`src/rtl/uart_cmd_responder.sv`:
```
// ---------------------------------------------------------------------------
// uart_cmd_responder
//
// Host-side command responder for a UART receive/transmit FIFO pair. It pops
// command bytes from the receive FIFO, decodes a small binary register-access
// protocol, runs 8-bit accesses on a local register bus and pushes exactly one
// reply byte per command into the transmit FIFO.
//
//   'W' addr data -> register write, reply 'K' (0x4B)
//   'R' addr      -> register read,  reply = read byte
//   other byte    -> reply '?' (0x3F)
//
// Optional feature, enabled by defining UART_CMD_STATUS_EN:
//   a saturating 8-bit error counter (unknown opcodes and frame timeouts);
//   opcode 'S' (0x53) replies with the counter value and clears it.
//   Without the macro, 'S' is just another unknown opcode.
//
// Parameters:
//   TIMEOUT_CYCLES  idle cycles tolerated between bytes of one frame (>= 2)
//   READ_LATENCY    cycles from reg_re to valid reg_rdata (1..4)
//
// Ports:
//   clk                  system clock
//   reset                synchronous, active-low reset
//   receive_data[7:0]    head byte of the receive FIFO
//   receive_data_preset  receive FIFO non-empty
//   buffer_read          one-cycle pop of the receive FIFO
//   transmit_data[7:0]   reply byte for the transmit FIFO
//   buffer_write         one-cycle push into the transmit FIFO
//   transmit_full        transmit FIFO full
//   reg_addr[7:0]        register bus address
//   reg_wdata[7:0]       register bus write data
//   reg_we               one-cycle write strobe
//   reg_re               one-cycle read strobe
//   reg_rdata[7:0]       register read data
//   busy                 high whenever the FSM is not in IDLE
// ---------------------------------------------------------------------------
module uart_cmd_responder #(
  parameter int TIMEOUT_CYCLES = 1000000,
  parameter int READ_LATENCY   = 1
) (
  input  logic       clk,
  input  logic       reset,
  input  logic [7:0] receive_data,
  input  logic       receive_data_preset,
  output logic       buffer_read,
  output logic [7:0] transmit_data,
  output logic       buffer_write,
  input  logic       transmit_full,
  output logic [7:0] reg_addr,
  output logic [7:0] reg_wdata,
  output logic       reg_we,
  output logic       reg_re,
  input  logic [7:0] reg_rdata,
  output logic       busy
);

  localparam int              TO_W      = $clog2(TIMEOUT_CYCLES + 1);
  localparam logic [TO_W-1:0] TO_LIMIT  = TO_W'(TIMEOUT_CYCLES);
  localparam logic [2:0]      RD_LAST   = 3'(READ_LATENCY);

  localparam logic [7:0] OP_WRITE  = 8'h57;
  localparam logic [7:0] OP_READ   = 8'h52;
  localparam logic [7:0] RPL_OK    = 8'h4B;
  localparam logic [7:0] RPL_ERR   = 8'h3F;
`ifdef UART_CMD_STATUS_EN
  localparam logic [7:0] OP_STATUS = 8'h53;
`endif

  typedef enum logic [2:0] {
    IDLE,
    GET_ADDR,
    GET_DATA,
    DO_WRITE,
    DO_READ,
    READ_WAIT,
    SEND
  } state_t;

  state_t          state_reg, state_next;
  logic            skip_reg, skip_next;
  logic            is_write_reg, is_write_next;
  logic [7:0]      reg_addr_reg, reg_addr_next;
  logic [7:0]      reg_wdata_reg, reg_wdata_next;
  logic [7:0]      reply_reg, reply_next;
  logic [TO_W-1:0] timeout_cnt_reg, timeout_cnt_next;
  logic [2:0]      rd_cnt_reg, rd_cnt_next;
  logic            buffer_read_reg, buffer_read_next;
  logic            buffer_write_reg, buffer_write_next;
  logic [7:0]      transmit_data_reg, transmit_data_next;
  logic            reg_we_reg, reg_we_next;
  logic            reg_re_reg, reg_re_next;
  logic            busy_reg, busy_next;

  // A byte is taken only when the FIFO is non-empty and we are not in the
  // settle cycle that follows a pop. buffer_read is registered, so the FIFO
  // head only advances one cycle after we latched it; skipping one cycle
  // keeps us from seeing the same byte twice.
  logic            accept;
  logic [TO_W-1:0] to_inc;

`ifdef UART_CMD_STATUS_EN
  logic [7:0] err_cnt_reg, err_cnt_next;
  logic       err_evt;
  logic       err_clr;
`endif

  assign accept = receive_data_preset && !skip_reg;
  // Saturating increment; the counter never wraps back to zero.
  assign to_inc = (timeout_cnt_reg == TO_LIMIT) ? timeout_cnt_reg
                                                : timeout_cnt_reg + TO_W'(1);

  // -------------------------------------------------------------------------
  // Next-state and output logic
  // -------------------------------------------------------------------------
  always_comb begin
    state_next         = state_reg;
    skip_next          = 1'b0;
    is_write_next      = is_write_reg;
    reg_addr_next      = reg_addr_reg;
    reg_wdata_next     = reg_wdata_reg;
    reply_next         = reply_reg;
    timeout_cnt_next   = '0;
    rd_cnt_next        = '0;
    buffer_read_next   = 1'b0;
    buffer_write_next  = 1'b0;
    transmit_data_next = transmit_data_reg;
    reg_we_next        = 1'b0;
    reg_re_next        = 1'b0;
`ifdef UART_CMD_STATUS_EN
    err_evt            = 1'b0;
    err_clr            = 1'b0;
`endif

    case (state_reg)
      IDLE: begin
        if (accept) begin
          buffer_read_next = 1'b1;
          skip_next        = 1'b1;
          if ((receive_data == OP_WRITE) || (receive_data == OP_READ)) begin
            is_write_next = (receive_data == OP_WRITE);
            state_next    = GET_ADDR;
`ifdef UART_CMD_STATUS_EN
          end else if (receive_data == OP_STATUS) begin
            reply_next = err_cnt_reg;
            err_clr    = 1'b1;
            state_next = SEND;
`endif
          end else begin
            reply_next = RPL_ERR;
            state_next = SEND;
`ifdef UART_CMD_STATUS_EN
            err_evt    = 1'b1;
`endif
          end
        end
      end

      GET_ADDR, GET_DATA: begin
        if (accept) begin
          buffer_read_next = 1'b1;
          skip_next        = 1'b1;
          if (state_reg == GET_ADDR) begin
            reg_addr_next = receive_data;
            state_next    = is_write_reg ? GET_DATA : DO_READ;
          end else begin
            reg_wdata_next = receive_data;
            state_next     = DO_WRITE;
          end
        end else if (!receive_data_preset) begin
          // Idle line: count toward abandoning the partial frame.
          timeout_cnt_next = to_inc;
          if (to_inc == TO_LIMIT) begin
            state_next       = IDLE;
            timeout_cnt_next = '0;
`ifdef UART_CMD_STATUS_EN
            err_evt          = 1'b1;
`endif
          end
        end else begin
          // Settle cycle with a byte still at the head: hold the count.
          timeout_cnt_next = timeout_cnt_reg;
        end
      end

      DO_WRITE: begin
        if (!skip_reg) begin
          reg_we_next = 1'b1;
          reply_next  = RPL_OK;
          state_next  = SEND;
        end
      end

      DO_READ: begin
        if (!skip_reg) begin
          reg_re_next = 1'b1;
          state_next  = READ_WAIT;
        end
      end

      READ_WAIT: begin
        // Entered together with the reg_re pulse; the data is valid in the
        // READ_LATENCY-th cycle after it and is captured at the end of that
        // cycle.
        if (rd_cnt_reg == RD_LAST) begin
          reply_next = reg_rdata;
          state_next = SEND;
        end else begin
          rd_cnt_next = rd_cnt_reg + 3'd1;
        end
      end

      SEND: begin
        if (!skip_reg && !transmit_full) begin
          transmit_data_next = reply_reg;
          buffer_write_next  = 1'b1;
          state_next         = IDLE;
        end
      end

      default: state_next = IDLE;
    endcase

    busy_next = (state_next != IDLE);
  end

`ifdef UART_CMD_STATUS_EN
  // An error coinciding with a clear leaves exactly that one error counted.
  always_comb begin
    err_cnt_next = err_cnt_reg;
    if (err_evt) begin
      if (err_clr) begin
        err_cnt_next = 8'd1;
      end else if (err_cnt_reg != 8'hFF) begin
        err_cnt_next = err_cnt_reg + 8'd1;
      end
    end else if (err_clr) begin
      err_cnt_next = 8'd0;
    end
  end

  always_ff @(posedge clk) begin
    if (!reset) begin
      err_cnt_reg <= 8'd0;
    end else begin
      err_cnt_reg <= err_cnt_next;
    end
  end
`endif

  // -------------------------------------------------------------------------
  // State register
  // -------------------------------------------------------------------------
  always_ff @(posedge clk) begin
    if (!reset) begin
      state_reg         <= IDLE;
      skip_reg          <= 1'b0;
      is_write_reg      <= 1'b0;
      reg_addr_reg      <= 8'd0;
      reg_wdata_reg     <= 8'd0;
      reply_reg         <= 8'd0;
      timeout_cnt_reg   <= '0;
      rd_cnt_reg        <= 3'd0;
      buffer_read_reg   <= 1'b0;
      buffer_write_reg  <= 1'b0;
      transmit_data_reg <= 8'd0;
      reg_we_reg        <= 1'b0;
      reg_re_reg        <= 1'b0;
      busy_reg          <= 1'b0;
    end else begin
      state_reg         <= state_next;
      skip_reg          <= skip_next;
      is_write_reg      <= is_write_next;
      reg_addr_reg      <= reg_addr_next;
      reg_wdata_reg     <= reg_wdata_next;
      reply_reg         <= reply_next;
      timeout_cnt_reg   <= timeout_cnt_next;
      rd_cnt_reg        <= rd_cnt_next;
      buffer_read_reg   <= buffer_read_next;
      buffer_write_reg  <= buffer_write_next;
      transmit_data_reg <= transmit_data_next;
      reg_we_reg        <= reg_we_next;
      reg_re_reg        <= reg_re_next;
      busy_reg          <= busy_next;
    end
  end

  assign buffer_read   = buffer_read_reg;
  assign buffer_write  = buffer_write_reg;
  assign transmit_data = transmit_data_reg;
  assign reg_addr      = reg_addr_reg;
  assign reg_wdata     = reg_wdata_reg;
  assign reg_we        = reg_we_reg;
  assign reg_re        = reg_re_reg;
  assign busy          = busy_reg;

endmodule

```
`config.mk`:
```
export PLATFORM = sky130hd
export DESIGN_NAME = uart_cmd_responder
export DESIGN_NICKNAME = d
export VERILOG_FILES = /design/src/rtl/uart_cmd_responder.sv
export SDC_FILE = /design/constraint.sdc
export NUM_CORES = 1
export LEC_CHECK = 0
export BUFFER_PORTS_ARGS = -buffer_cell sky130_fd_sc_hd__buf_2
export CAP_MARGIN = 20
export CORE_MARGIN = 4
export CORE_UTILIZATION = 50
export DETAILED_ROUTE_END_ITERATION = 10
export PLACE_DENSITY = 0.76
export SETUP_SLACK_MARGIN = 0.3
export SYNTH_ARGS = -nofsm -noshare
export SYNTH_HDL_FRONTEND = slang
export SYNTH_SLANG_ARGS = --single-unit
export TNS_END_PERCENT = 30
```
`constraint.sdc`:
```
create_clock -name clk -period 7.25 [get_ports clk]
set_input_delay 1.45 -clock clk [delete_from_list [all_inputs] [get_ports clk]]
set_output_delay 1.45 -clock clk [all_outputs]
set_load 0.1 [all_outputs]
```
==> results of run 1 <==
cell type report:
cell class | count | area (sq um)
well taps | 75 | 93.84
clock buffers | 10 | 137.6
flip-flops and latches | 64 | 1281
fillers | 533 | 2354
repair buffers | 49 | 247.7
inverters | 9 | 33.78
multi-input cells | 281 | 1763
clock inverters | 6 | 115.1
report_power, final:
part	total (mW)	leakage (nW)	internal (mW)	switching, mW
clock network	0.382	0.123	0.239	0.142
registers	0.429	0.519	0.389	0.0401
logic	0.297	0.910	0.0818	0.215
total	1.11	1.55	0.710	0.398
stage by stage:
| stage | power, mW | std cells | util [%] | setup WS [ns] | area (sq um) |
|---|---|---|---|---|---|
| floorplan | 0.6753 | 373 | - | 4.389 | 3152 |
| global placement | 0.7255 | 478 | 56.75 | 4.103 | 3420 |
| detailed placement | 0.7310 | 478 | 56.75 | 4.035 | 3420 |
| CTS | 1.114 | 494 | 60.94 | 4.301 | 3672 |
| global route | 1.163 | 494 | 60.94 | 3.911 | 3672 |
| finish | 1.108 | 494 | 60.94 | 4.276 | 3672 |
worst paths after layout:
kind	to	depth (start not counted)
min	rd_cnt_reg[0]$_SDFF_PP0_	1
max	busy$_SDFF_PN0_	8
min reg2reg	rd_cnt_reg[0]$_SDFF_PP0_	1
max reg2reg	busy$_SDFF_PN0_	8
worst max-delay path: cells and delay by family (launching register included):
kind                     cells  cell delay, ns
flip-flops                   1            0.49
AO/OA/AOI/OAI                3            0.50
adder cells (fa/ha/maj)      1            0.46
AND/OR/NAND/NOR              4            1.38
cells by family (layout without fill, tap and decap cells):
group                    after synthesis  in the layout
flip-flops                            64             64
AND/OR/NAND/NOR                      176            176
adder cells (fa/ha/maj)                4              4
multiplexers                          27             27
buffers and inverters                 28             74
AO/OA/AOI/OAI                         54             54
XOR/XNOR                              20             20
routing by layer:
layer  part of all wire (%)  vias to the layer above  GRT usage [%]
met4                    1.5                        0          7.113
met5                      0                        -              0
li1                       -                     1393              -
met1                     47                     1305          26.25
met3                    5.5                       11          4.352
met2                     46                       77          30.62
cells in the final DEF, fill, tap and decap left out, types with 4 or more instances in the layout:
cell and count:
sky130_fd_sc_hd__nand2b_1 9, sky130_fd_sc_hd__ha_1 4, sky130_fd_sc_hd__nand4_1 7, sky130_fd_sc_hd__xor2_1 7, sky130_fd_sc_hd__mux2i_1 27, sky130_fd_sc_hd__nand4b_1 4, sky130_fd_sc_hd__dfxtp_1 64, sky130_fd_sc_hd__nor3b_1 5
sky130_fd_sc_hd__inv_1 9, sky130_fd_sc_hd__o21ai_0 11, sky130_fd_sc_hd__xnor2_1 13, sky130_fd_sc_hd__buf_2 48, sky130_fd_sc_hd__nand2_1 21, sky130_fd_sc_hd__nand3_1 12, sky130_fd_sc_hd__nor3_1 15, sky130_fd_sc_hd__clkbuf_8 10
sky130_fd_sc_hd__nor2_1 72, sky130_fd_sc_hd__and3_1 4, sky130_fd_sc_hd__a21oi_1 21
==> out/metrics.cfg, run 1 <==
[run_status]
run_status=finished clean

[timing]
fin_skew_ns=0.01269
final_worst_path_period_share_pct=41.02
finalSetupViolCount=0
hold_viol_final=0
max_slew.worst_pin.slew_ns=0.6217
fin_hold_ws_ns=0.4567
totalNegativeSetupSlack_ns=0
clock.fmax_mhz=336.2
slew-limit-headroom_pct=58.36
rsz_0062_raised_after_global_routing=no
period_minus_slack_ns=2.974
slew_viol_final=0

[yosys]
synth-seq-cells=64
ys_async_sr_fraction_pct=0
syn-num-nets=397
yosys_warnings=0
synth_cell_type_count=50
top_cells_by_area_synth=sky130_fd_sc_hd__dfxtp_1, sky130_fd_sc_hd__mux2i_1, sky130_fd_sc_hd__nor2_1
postSynthAreaPerCell_sq_um=8.450
synth_fa_ha_area_share_pct=1.588
ys_dominant_reg_cell=sky130_fd_sc_hd__dfxtp_1
post-synth-top-count-cell=sky130_fd_sc_hd__nor2_1
syn-cell-area_sq_um=3152
edff_count_synth=0
synth_area_leader_cell=sky130_fd_sc_hd__dfxtp_1
synth-xor-area-share_pct=5.558
most_numerous_cell_types_in_the_synthesized_netlist=sky130_fd_sc_hd__nor2_1, sky130_fd_sc_hd__dfxtp_1, sky130_fd_sc_hd__mux2i_1
synth_top_area_share_pct=40.65
synth_compound_gate_area_share_pct=11.12
post_synthesis_share_of_cell_area_spent_on_and_or_nand_and_nor_gates_pct=29.10
ys_seq_area_share_pct=40.65
fraction_of_synthesized_area_in_multiplexers_pct=8.575
largest_family_of_logic_cells_by_synthesized_area=simple AND/OR/NAND/NOR gates
netlist_instances=373

[global_route]
number_of_antenna_violations_at_the_first_check_in_global_routing=0
grt_start_max_net_pins=21
vias_in_the_first_global_route=2583
grt.overflow.total=0
grtUsageTotal_pct=19.54
global_route_wire_length_before_repair_um=11840

[die]
floorplan.die.height_um=87.40
rows=28
die-width_um=87.40
die_area_sq_um=7638
core_area_sq_um=6026
initial_utilization_pct=52.30
design.portCount=49

[setup_path]
crit_start=timeout_cnt_reg[0]$_SDFFE_PP0N_
worst_path_most_repeated_cell=sky130_fd_sc_hd__nor4_1
critPathSlowestCell=sky130_fd_sc_hd__dfxtp_1
critPathRequiredTime_ns=7.47
worst-r2r-setup-slack_ns=4.28
cp-end-kind=flop
arrival_ns=3.19
ff_to_ff_start=timeout_cnt_reg[0]$_SDFFE_PP0N_
crit_path_max_fanout=11
cpPeakStageDelay_ns=0.49
worst_setup_path_type=flop to flop
worst_setup_path_start_kind=flop
timing.critical_path.cells=ha_1, nand4_1, nor4_1, o31ai_1, nor4_1, nand3b_2, a31oi_1, o21ai_1

[detailed_routing]
wl_per_cell_um=14.21
ant_nets=0
firstDrtPassIters=5
drcViolationCount=0
route.detailed.vias_per_inst=5.640
vias=2786
detail_route.wirelength_um=7018
detailedRoute.firstIterationViolations=195

[cts]
post_cts.resized_instances=0
clock-sinks=64
cts.root.buffer_cell=sky130_fd_sc_hd__clkbuf_8
clock_tree.htree_level_count=3
clkTransAtPathRegs_ns=0.07
numCtsBuffers=9
cts.hold.buffers_added=0
tritoncts=done
max-clock-path-buffers=2
postCtsSetupRepairBufs=0
clkLatencyLatePin_ns=0.34

[layout]
nNetsFinal=438
final_layout_size_suffix_gt1_share_pct=17.90
largest_register_ffs=20
antenna_cells=0
area_delta_synth_final_pct=16.51

[pwr]
vdd.ir_drop.worst_mv=0.1781
p_leak_nw=1.552
power-per-cell-area_nw_per_um2=301.6

[placement]
dp_hpwl_um=4943
gp_congestion=0.8886
numPortBuffers=48

[flow_run]
maxCapViolations=0

[hold_path]
min_from=rd_cnt_reg[0]$_SDFF_PP0_
type_of_the_worst_min_delay_path=flop to flop

Note: power is estimated with default switching activity, not from simulation.
==> inputs of run 2 (changes only) <==
PLACE_DENSITY = 0.78   (was 0.76)
clock period = 2.5 ns   (was 7.25 ns; I/O delays follow)
==> out/metrics.cfg, run 2 (synthesis gave the netlist of run 1 again) <==
[layout]
final_cell_mix=sky130_fd_sc_hd__nor2_1, sky130_fd_sc_hd__dfxtp_1, sky130_fd_sc_hd__buf_2, sky130_fd_sc_hd__mux2i_1, sky130_fd_sc_hd__buf_4  ; was sky130_fd_sc_hd__nor2_1, sky130_fd_sc_hd__dfxtp_1, sky130_fd_sc_hd__buf_2, sky130_fd_sc_hd__mux2i_1
area_delta_synth_final_pct=22.39  ; was 16.51%
nNetsFinal=459  ; was 438
largest_register_ffs=20  ; unchanged
mostFrequentLayoutCell=sky130_fd_sc_hd__nor2_1  ; unchanged
layoutNonFillerInstCount=515  ; was 494
nFillCells=526  ; was 533
antenna_cells=0  ; unchanged
final_layout_size_suffix_gt1_share_pct=25.00  ; was 17.90%

[setup_path]
rr_endpoint=timeout_cnt_reg[9]$_SDFFE_PP0N_  ; was busy$_SDFF_PN0_
cp-end-kind=flop  ; unchanged
arrival_ns=2.61  ; was 3.19 ns
r2r.worst_path.cells=7  ; was 8
crit_path_max_fanout=3  ; was 11
worst_setup_path_type=flop to flop  ; unchanged
worst-r2r-setup-slack_ns=0.13  ; was 4.28 ns
critPathRequiredTime_ns=2.74  ; was 7.47 ns
worst_setup_path_start_kind=flop  ; unchanged
ff_to_ff_start=timeout_cnt_reg[7]$_SDFFE_PP0N_  ; was timeout_cnt_reg[0]$_SDFFE_PP0N_

[pwr]
cell_internal_power_mw=1.961  ; was 709.9 uW
power-per-cell-area_nw_per_um2=809.6  ; was 301.6 nW/um^2
p_leak_nw=1.688  ; was 1.552 nW
vdd.ir_drop.worst_mv=0.5152  ; was 0.1781 mV
power.share.switching_pct=37.19  ; was 35.91%
power_switching_mw=1.162  ; was 397.7 uW
power.sequential.fraction_pct=39.7  ; was 38.7%
clockPowerShare_pct=31.2  ; was 34.5%
power.combinational.fraction_pct=29.1  ; was 26.8%

[detailed_routing]
route.detailed.vias_per_inst=5.495  ; was 5.640
ant_nets=0  ; unchanged
vias=2830  ; was 2786
drcViolationCount=0  ; unchanged
firstDrtPassIters=4  ; was 5
detailedRoute.firstIterationViolations=129  ; was 195
wl_per_cell_um=14.13  ; was 14.21 um
detail_route.wirelength_um=7277  ; was 7018 um

[die]
floorplan.die.height_um=87.40  ; unchanged
core_area_sq_um=6026  ; unchanged
initial_utilization_pct=52.30  ; unchanged
rows=28  ; unchanged
die-width_um=87.40  ; unchanged
die_area_sq_um=7638  ; unchanged
design.portCount=49  ; unchanged

[placement]
dp_hpwl_um=5314  ; was 4943 um
gp_congestion=0.8969  ; was 0.8886
numPortBuffers=48  ; unchanged
dp_cells=497  ; was 478

[cts]
clock_tree.htree_level_count=3  ; unchanged
clkLatencyLatePin_ns=0.35  ; was 0.34 ns
cts.root.buffer_cell=sky130_fd_sc_hd__clkbuf_8  ; unchanged
cts.hold.buffers_added=0  ; unchanged
clkTransAtPathRegs_ns=0.07  ; about the same
max-clock-path-buffers=2  ; unchanged
numCtsBuffers=9  ; unchanged
tritoncts=done  ; unchanged
clock-sinks=64  ; unchanged

[hold_path]
type_of_the_worst_min_delay_path=input pin to flop  ; was flop to flop
worstHoldEndpoint=reg_wdata[3]$_SDFFE_PN0P_  ; was rd_cnt_reg[0]$_SDFF_PP0_
timing.hold.worst_path_depth=3  ; was 1
min_from=receive_data[3]  ; was rd_cnt_reg[0]$_SDFF_PP0_

[global_route]
grt_start_max_net_pins=36  ; was 21
number_of_antenna_violations_at_the_first_check_in_global_routing=0  ; unchanged
vias_in_the_first_global_route=2665  ; was 2583
grtUsageTotal_pct=19.98  ; was 19.54%
grt.overflow.total=0  ; unchanged
global_route_wire_length_before_repair_um=12060  ; was 11840 um

[timing]
slew-limit-headroom_pct=61.71  ; was 58.36%
max_slew.worst_pin.slew_ns=0.5727  ; was 0.6217 ns
fin_hold_ws_ns=0.4149  ; was 0.4567 ns
fin_skew_ns=0.01141  ; was 0.01269 ns
rsz_0062_raised_after_global_routing=yes  ; was no
hold_viol_final=0  ; unchanged
period_minus_slack_ns=2.372  ; was 2.974 ns
final_worst_path_period_share_pct=94.86  ; was 41.02%
finalSetupViolCount=0  ; unchanged
slew_viol_final=0  ; unchanged
clock.fmax_mhz=421.7  ; was 336.2 MHz

[run_status]
run_status=finished clean  ; unchanged

[flow_run]
maxCapViolations=0  ; unchanged

## run 2: cell types whose count changed in the layout (fill, tap and decap cells not counted), sizes merged
| cell | delta |
|---|---|
| buf | +21 |
| bufinv | -1 |
| clkinvlp | +1 |
## run 2: routing by layer
metal  up-vias  global-route usage (%)  share of wire (%)
met5         -                       0                  0
met4         0                   9.344                2.1
met3        19                   4.730                5.2
met2        72                   33.49                 50
met1      1315                   23.98                 43
li1       1424                       -                  -
## run 2: power by group through the flow
stage | Clock, mW | Sequential, mW | Combinational, mW
after detailed placement | 0 | 1.26 | 0.897
final | 0.974 | 1.24 | 0.909
after CTS | 0.999 | 1.24 | 0.912
after global routing | 1.04 | 1.26 | 0.994
after global placement | 0 | 1.26 | 0.879
after floorplan | 0 | 1.50 | 0.460
## run 2: critical path, cell delays in order, from the launching register on
cell and delay, ns:
sky130_fd_sc_hd__dfxtp_4 0.35, sky130_fd_sc_hd__or3b_4 0.41, sky130_fd_sc_hd__nor4_4 0.21, sky130_fd_sc_hd__nand3_2 0.12
sky130_fd_sc_hd__or3_4 0.35, sky130_fd_sc_hd__a2111oi_4 0.39, sky130_fd_sc_hd__a21oi_1 0.21, sky130_fd_sc_hd__a31o_1 0.24
## run 2: worst max-delay path by stage
stage	start	end	cells after the start
after floorplan	timeout_cnt_reg[6]$_SDFFE_PP0N_	busy$_SDFF_PN0_	9
after global placement	timeout_cnt_reg[5]$_SDFFE_PP0N_	timeout_cnt_reg[6]$_SDFFE_PP0N_	8
after detailed placement	timeout_cnt_reg[7]$_SDFFE_PP0N_	timeout_cnt_reg[16]$_SDFFE_PP0N_	8
after CTS	timeout_cnt_reg[7]$_SDFFE_PP0N_	busy$_SDFF_PN0_	8
after global routing	timeout_cnt_reg[5]$_SDFFE_PP0N_	busy$_SDFF_PN0_	8
final	timeout_cnt_reg[7]$_SDFFE_PP0N_	timeout_cnt_reg[9]$_SDFFE_PP0N_	7
## run 2: area by class of cell
cell class / instances / area [sq um] / area share (%)
inverters: 9 / 33.78 / 0.8758
clock buffers: 10 / 127.6 / 3.308
repair buffers: 70 / 405.4 / 10.51
multi-input cells: 281 / 1809 / 46.90
clock inverters: 6 / 92.59 / 2.400
flip-flops and latches: 64 / 1295 / 33.57
well taps: 75 / 93.84 / 2.433
## run 2: what timing repair did
| action | CTS | global route |
|---|---|---|
| setup buffers | 2 | 0 |
| resized for setup | 8 | 6 |
| pin swaps | 1 | 2 |
| cloned | 0 | 0 |
| endpoints found under the setup margin | 11 | 11 |
## run 2: metrics by stage
step | setup WS [ns] | power, mW | util, % | TNS [ns] | area (sq um)
final | 0.1284 | 3.123 | 64.02 | 0 | 3857
after global routing | -0.003139 | 3.292 | 64.02 | -0.003139 | 3857
after CTS | 0.1385 | 3.151 | 63.79 | 0 | 3844
after detailed placement | 0.1060 | 2.162 | 59.59 | 0 | 3591
after global placement | 0.1508 | 2.138 | 59.59 | 0 | 3591
after floorplan | 0.1775 | 1.965 | - | 0 | 3183
==> inputs of run 3 (changes only) <==
ABC_AREA = 1   (was unset)
==> out/metrics.cfg, run 3 <==
[yosys]
synth_area_leader_cell=sky130_fd_sc_hd__dfxtp_1  ; unchanged
edff_count_synth=0  ; unchanged
yosys_warnings=0  ; unchanged
synth-seq-cells=64  ; unchanged
top_cells_by_area_synth=sky130_fd_sc_hd__dfxtp_1, sky130_fd_sc_hd__nand2_1, sky130_fd_sc_hd__nor2_1  ; was sky130_fd_sc_hd__dfxtp_1, sky130_fd_sc_hd__mux2i_1, sky130_fd_sc_hd__nor2_1
syn-cell-area_sq_um=3268  ; was 3152 sq um
ys_async_sr_fraction_pct=0  ; unchanged
postSynthAreaPerCell_sq_um=6.576  ; was 8.450 sq um
synth_top_area_share_pct=39.20  ; was 40.65%
synth_cell_type_count=30  ; was 50
ys_dominant_reg_cell=sky130_fd_sc_hd__dfxtp_1  ; unchanged
ys_seq_area_share_pct=39.20  ; was 40.65%
most_numerous_cell_types_in_the_synthesized_netlist=sky130_fd_sc_hd__nand2_1, sky130_fd_sc_hd__nor2_1, sky130_fd_sc_hd__dfxtp_1  ; was sky130_fd_sc_hd__nor2_1, sky130_fd_sc_hd__dfxtp_1, sky130_fd_sc_hd__mux2i_1
post-synth-top-count-cell=sky130_fd_sc_hd__nand2_1  ; was sky130_fd_sc_hd__nor2_1
syn-num-nets=521  ; was 397
netlist_instances=497  ; was 373

[cts]
max-clock-path-buffers=2  ; unchanged
cts.root.buffer_cell=sky130_fd_sc_hd__clkbuf_8  ; unchanged
clock_tree.htree_level_count=3  ; unchanged
numCtsBuffers=9  ; unchanged
tritoncts=done  ; unchanged
clock-sinks=64  ; unchanged
clkTransAtPathRegs_ns=0.07  ; about the same
clkLatencyLatePin_ns=0.33  ; was 0.35 ns

[layout]
mostFrequentLayoutCell=sky130_fd_sc_hd__nand2_1  ; was sky130_fd_sc_hd__nor2_1
final-seq-area_sq_um=1306  ; was 1295 sq um
largest_register_ffs=20  ; unchanged
antenna_cells=0  ; unchanged
nFillCells=595  ; was 526
final_cell_mix=sky130_fd_sc_hd__nand2_1, sky130_fd_sc_hd__nor2_1, sky130_fd_sc_hd__dfxtp_1, sky130_fd_sc_hd__inv_1, sky130_fd_sc_hd__buf_2  ; was sky130_fd_sc_hd__nor2_1, sky130_fd_sc_hd__dfxtp_1, sky130_fd_sc_hd__buf_2, sky130_fd_sc_hd__mux2i_1, sky130_fd_sc_hd__buf_4
area_delta_synth_final_pct=21.67  ; was 22.39%
final_layout_size_suffix_gt1_share_pct=22.82  ; was 25.00%
multi_input_comb_area_sq_um=1817  ; was 1809 sq um
final_area_sq_um=3976  ; was 3857 sq um
nNetsFinal=582  ; was 459

[detailed_routing]
detailedRoute.firstIterationViolations=225  ; was 129
route.detailed.vias_per_inst=5.395  ; was 5.495
drcViolationCount=0  ; unchanged
vias=3442  ; was 2830
firstDrtPassIters=5  ; was 4
detail_route.wirelength_um=8507  ; was 7277 um
wl_per_cell_um=13.33  ; was 14.13 um
ant_nets=0  ; unchanged

[timing]
totalNegativeSetupSlack_ns=0  ; unchanged
hold_viol_final=0  ; unchanged
rsz_0062_raised_after_global_routing=yes  ; unchanged
period_minus_slack_ns=2.172  ; was 2.372 ns
final.setup.worst_slack_ns=0.3276  ; was 0.1284 ns
max_slew.worst_pin.slew_ns=0.6240  ; was 0.5727 ns
finalSetupViolCount=0  ; unchanged
slew-limit-headroom_pct=57.33  ; was 61.71%
fin_skew_ns=0.007510  ; was 0.01141 ns
final_worst_path_period_share_pct=86.90  ; was 94.86%
slew_viol_final=0  ; unchanged
clock.fmax_mhz=460.3  ; was 421.7 MHz

[die]
design.portCount=49  ; unchanged
rows=29  ; was 28
die_area_sq_um=7893  ; was 7638 sq um
die-width_um=88.85  ; was 87.40 um
core_area_sq_um=6350  ; was 6026 sq um
initial_utilization_pct=51.47  ; was 52.30%
floorplan.die.height_um=88.85  ; was 87.40 um

[global_route]
global_route_wire_length_before_repair_um=13620  ; was 12060 um
grt_start_max_net_pins=24  ; was 36
number_of_antenna_violations_at_the_first_check_in_global_routing=0  ; unchanged
grtUsageTotal_pct=21.76  ; was 19.98%
vias_in_the_first_global_route=3053  ; was 2665
grt.overflow.total=0  ; unchanged

[pwr]
vdd.ir_drop.worst_mv=0.5898  ; was 0.5152 mV
cell_internal_power_mw=1.927  ; was 1.961 mW
p_leak_nw=1.754  ; was 1.688 nW
power.combinational.fraction_pct=36.3  ; was 29.1%
power.share.switching_pct=43.14  ; was 37.19%
clockPowerShare_pct=25.8  ; was 31.2%
power_switching_mw=1.462  ; was 1.162 mW
power-per-cell-area_nw_per_um2=852.3  ; was 809.6 nW/um^2
power.sequential.fraction_pct=37.9  ; was 39.7%

[setup_path]
critPathRequiredTime_ns=2.70  ; was 2.74 ns
cpLargestDelayFamily=simple AND/OR/NAND/NOR gates  ; unchanged
timing.critical_path.buf_inv=3  ; was 0
crit_path_max_fanout=5  ; was 3
worst_setup_path_start_kind=flop  ; unchanged
cp-end-kind=flop  ; unchanged
worst_path_most_repeated_cell=sky130_fd_sc_hd__nand4_1
worst_setup_path_type=flop to flop  ; unchanged
timing.critical_path.cells=ha_4, nand3_4, nor2_4, buf_4, xor2_1, inv_1, nand4_1, nor4_2, nand4_1, buf_6, nand3_1, a21oi_1  ; was or3b_4, nor4_4, nand3_2, or3_4, a2111oi_4, a21oi_1, a31o_1
arrival_ns=2.37  ; was 2.61 ns
cpPeakStageDelay_ns=0.39  ; was 0.41 ns
critPathSlowestCell=sky130_fd_sc_hd__dfxtp_4  ; was sky130_fd_sc_hd__or3b_4

[run_status]
run_status=finished clean  ; unchanged

[placement]
gp_congestion=0.9468  ; was 0.8969
numPortBuffers=48  ; unchanged
dp_hpwl_um=6052  ; was 5314 um
placed_cell_area_sq_um=3606  ; was 3591 sq um
placement.setup.worst_slack_ns=0.1939  ; was 0.1060 ns

[flow_run]
maxCapViolations=0  ; unchanged

[hold_path]
type_of_the_worst_min_delay_path=input pin to flop  ; unchanged

-- run 3: cell count changes in the layout (fill, tap and decap cells not counted), sizes merged, moves of 5 or more --
cell / previous run / this run
mux2i: 27 / 0
nor3: 16 / 8
buf: 70 / 63
inv: 10 / 53
nand2b: 9 / 0
xnor2: 13 / 2
nand2: 21 / 111
nor2: 73 / 108
nor3b: 5 / 0
a21oi: 21 / 35
nand3: 13 / 31
o21ai: 12 / 35
-- run 3: worst paths after layout --
check | cells past startpoint | start | slack (ns) | endpoint
worst min register to register | 1 | rd_cnt_reg[0]$_SDFF_PP0_ | 0.46 | rd_cnt_reg[0]$_SDFF_PP0_
worst max register to register | 12 | timeout_cnt_reg[0]$_SDFFE_PP0N_ | 0.33 | timeout_cnt_reg[18]$_SDFFE_PP0N_
worst max-delay path | 12 | timeout_cnt_reg[0]$_SDFFE_PP0N_ | 0.33 | timeout_cnt_reg[18]$_SDFFE_PP0N_
worst min-delay path | 3 | reg_rdata[7] | 0.41 | reply_reg[7]$_SDFFE_PN0P_
-- run 3: timing repair --
action / CTS / global route
cloned: 0 / 0
pin swaps: 0 / 8
endpoints found under the setup margin: 9 / 10
setup buffers: 2 / 6
hold buffers: 0 / 0
resized for setup: 0 / 36
-- run 3: layer usage --
metal | track usage (%) | share of wire [%] | routed length (um)
met5 | 0 | 0 | 0
met1 | 27.79 | 44 | 3767
met3 | 4.376 | 5.1 | 434
met2 | 36.64 | 48 | 4107
met4 | 7.143 | 2.3 | 197
-- run 3: logic make-up after synthesis --
logic type / share of synthesized area (%)
AOI/OAI and AO/OA: 12.48
and+or+nand+nor: 36.45
xor gates and xnor gates: 2.412
buffers and inverters: 7.925
DFF: 39.20
adders and majority gates: 1.531
-- run 3: final cells by class --
type	instances	area share, %
Timing Repair Buffer	63	8.968
Clock buffer	11	3.807
Sequential cell	64	32.85
Tap cell	77	2.423
Clock inverter	3	1.070
Inverter	55	5.192
Multi-Input combinational cell	365	45.69
-- run 3: worst reg2reg max path: stages (launching register included) --
cell	delay (ns)
sky130_fd_sc_hd__dfxtp_4	0.39
sky130_fd_sc_hd__ha_4	0.16
sky130_fd_sc_hd__nand3_4	0.10
sky130_fd_sc_hd__nor2_4	0.21
sky130_fd_sc_hd__buf_4	0.15
sky130_fd_sc_hd__xor2_1	0.09
sky130_fd_sc_hd__inv_1	0.09
sky130_fd_sc_hd__nand4_1	0.11
sky130_fd_sc_hd__nor4_2	0.25
sky130_fd_sc_hd__nand4_1	0.20
sky130_fd_sc_hd__buf_6	0.18
sky130_fd_sc_hd__nand3_1	0.06
sky130_fd_sc_hd__a21oi_1	0.06
-- run 3: stage by stage --
stage	cells	total power, mW	utilization [%]	hold slack [ns]
after detailed placement	616	2.509	56.79	0.4559
final	638	3.389	62.62	0.4117
after global routing	638	3.565	62.62	0.4246
after floorplan	497	2.273	-	0.4215
after global placement	616	2.488	56.79	0.4352
after CTS	632	3.381	60.08	0.4027
-- run 3: power groups by stage --
stage                     clock (mW)  combinational [mW]  sequential, mW
after floorplan                    0               0.436            1.84
after global placement             0                1.19            1.30
after detailed placement           0                1.21            1.30
after CTS                      0.886                1.21            1.28
after global routing           0.936                1.32            1.30
final                          0.873                1.23            1.29
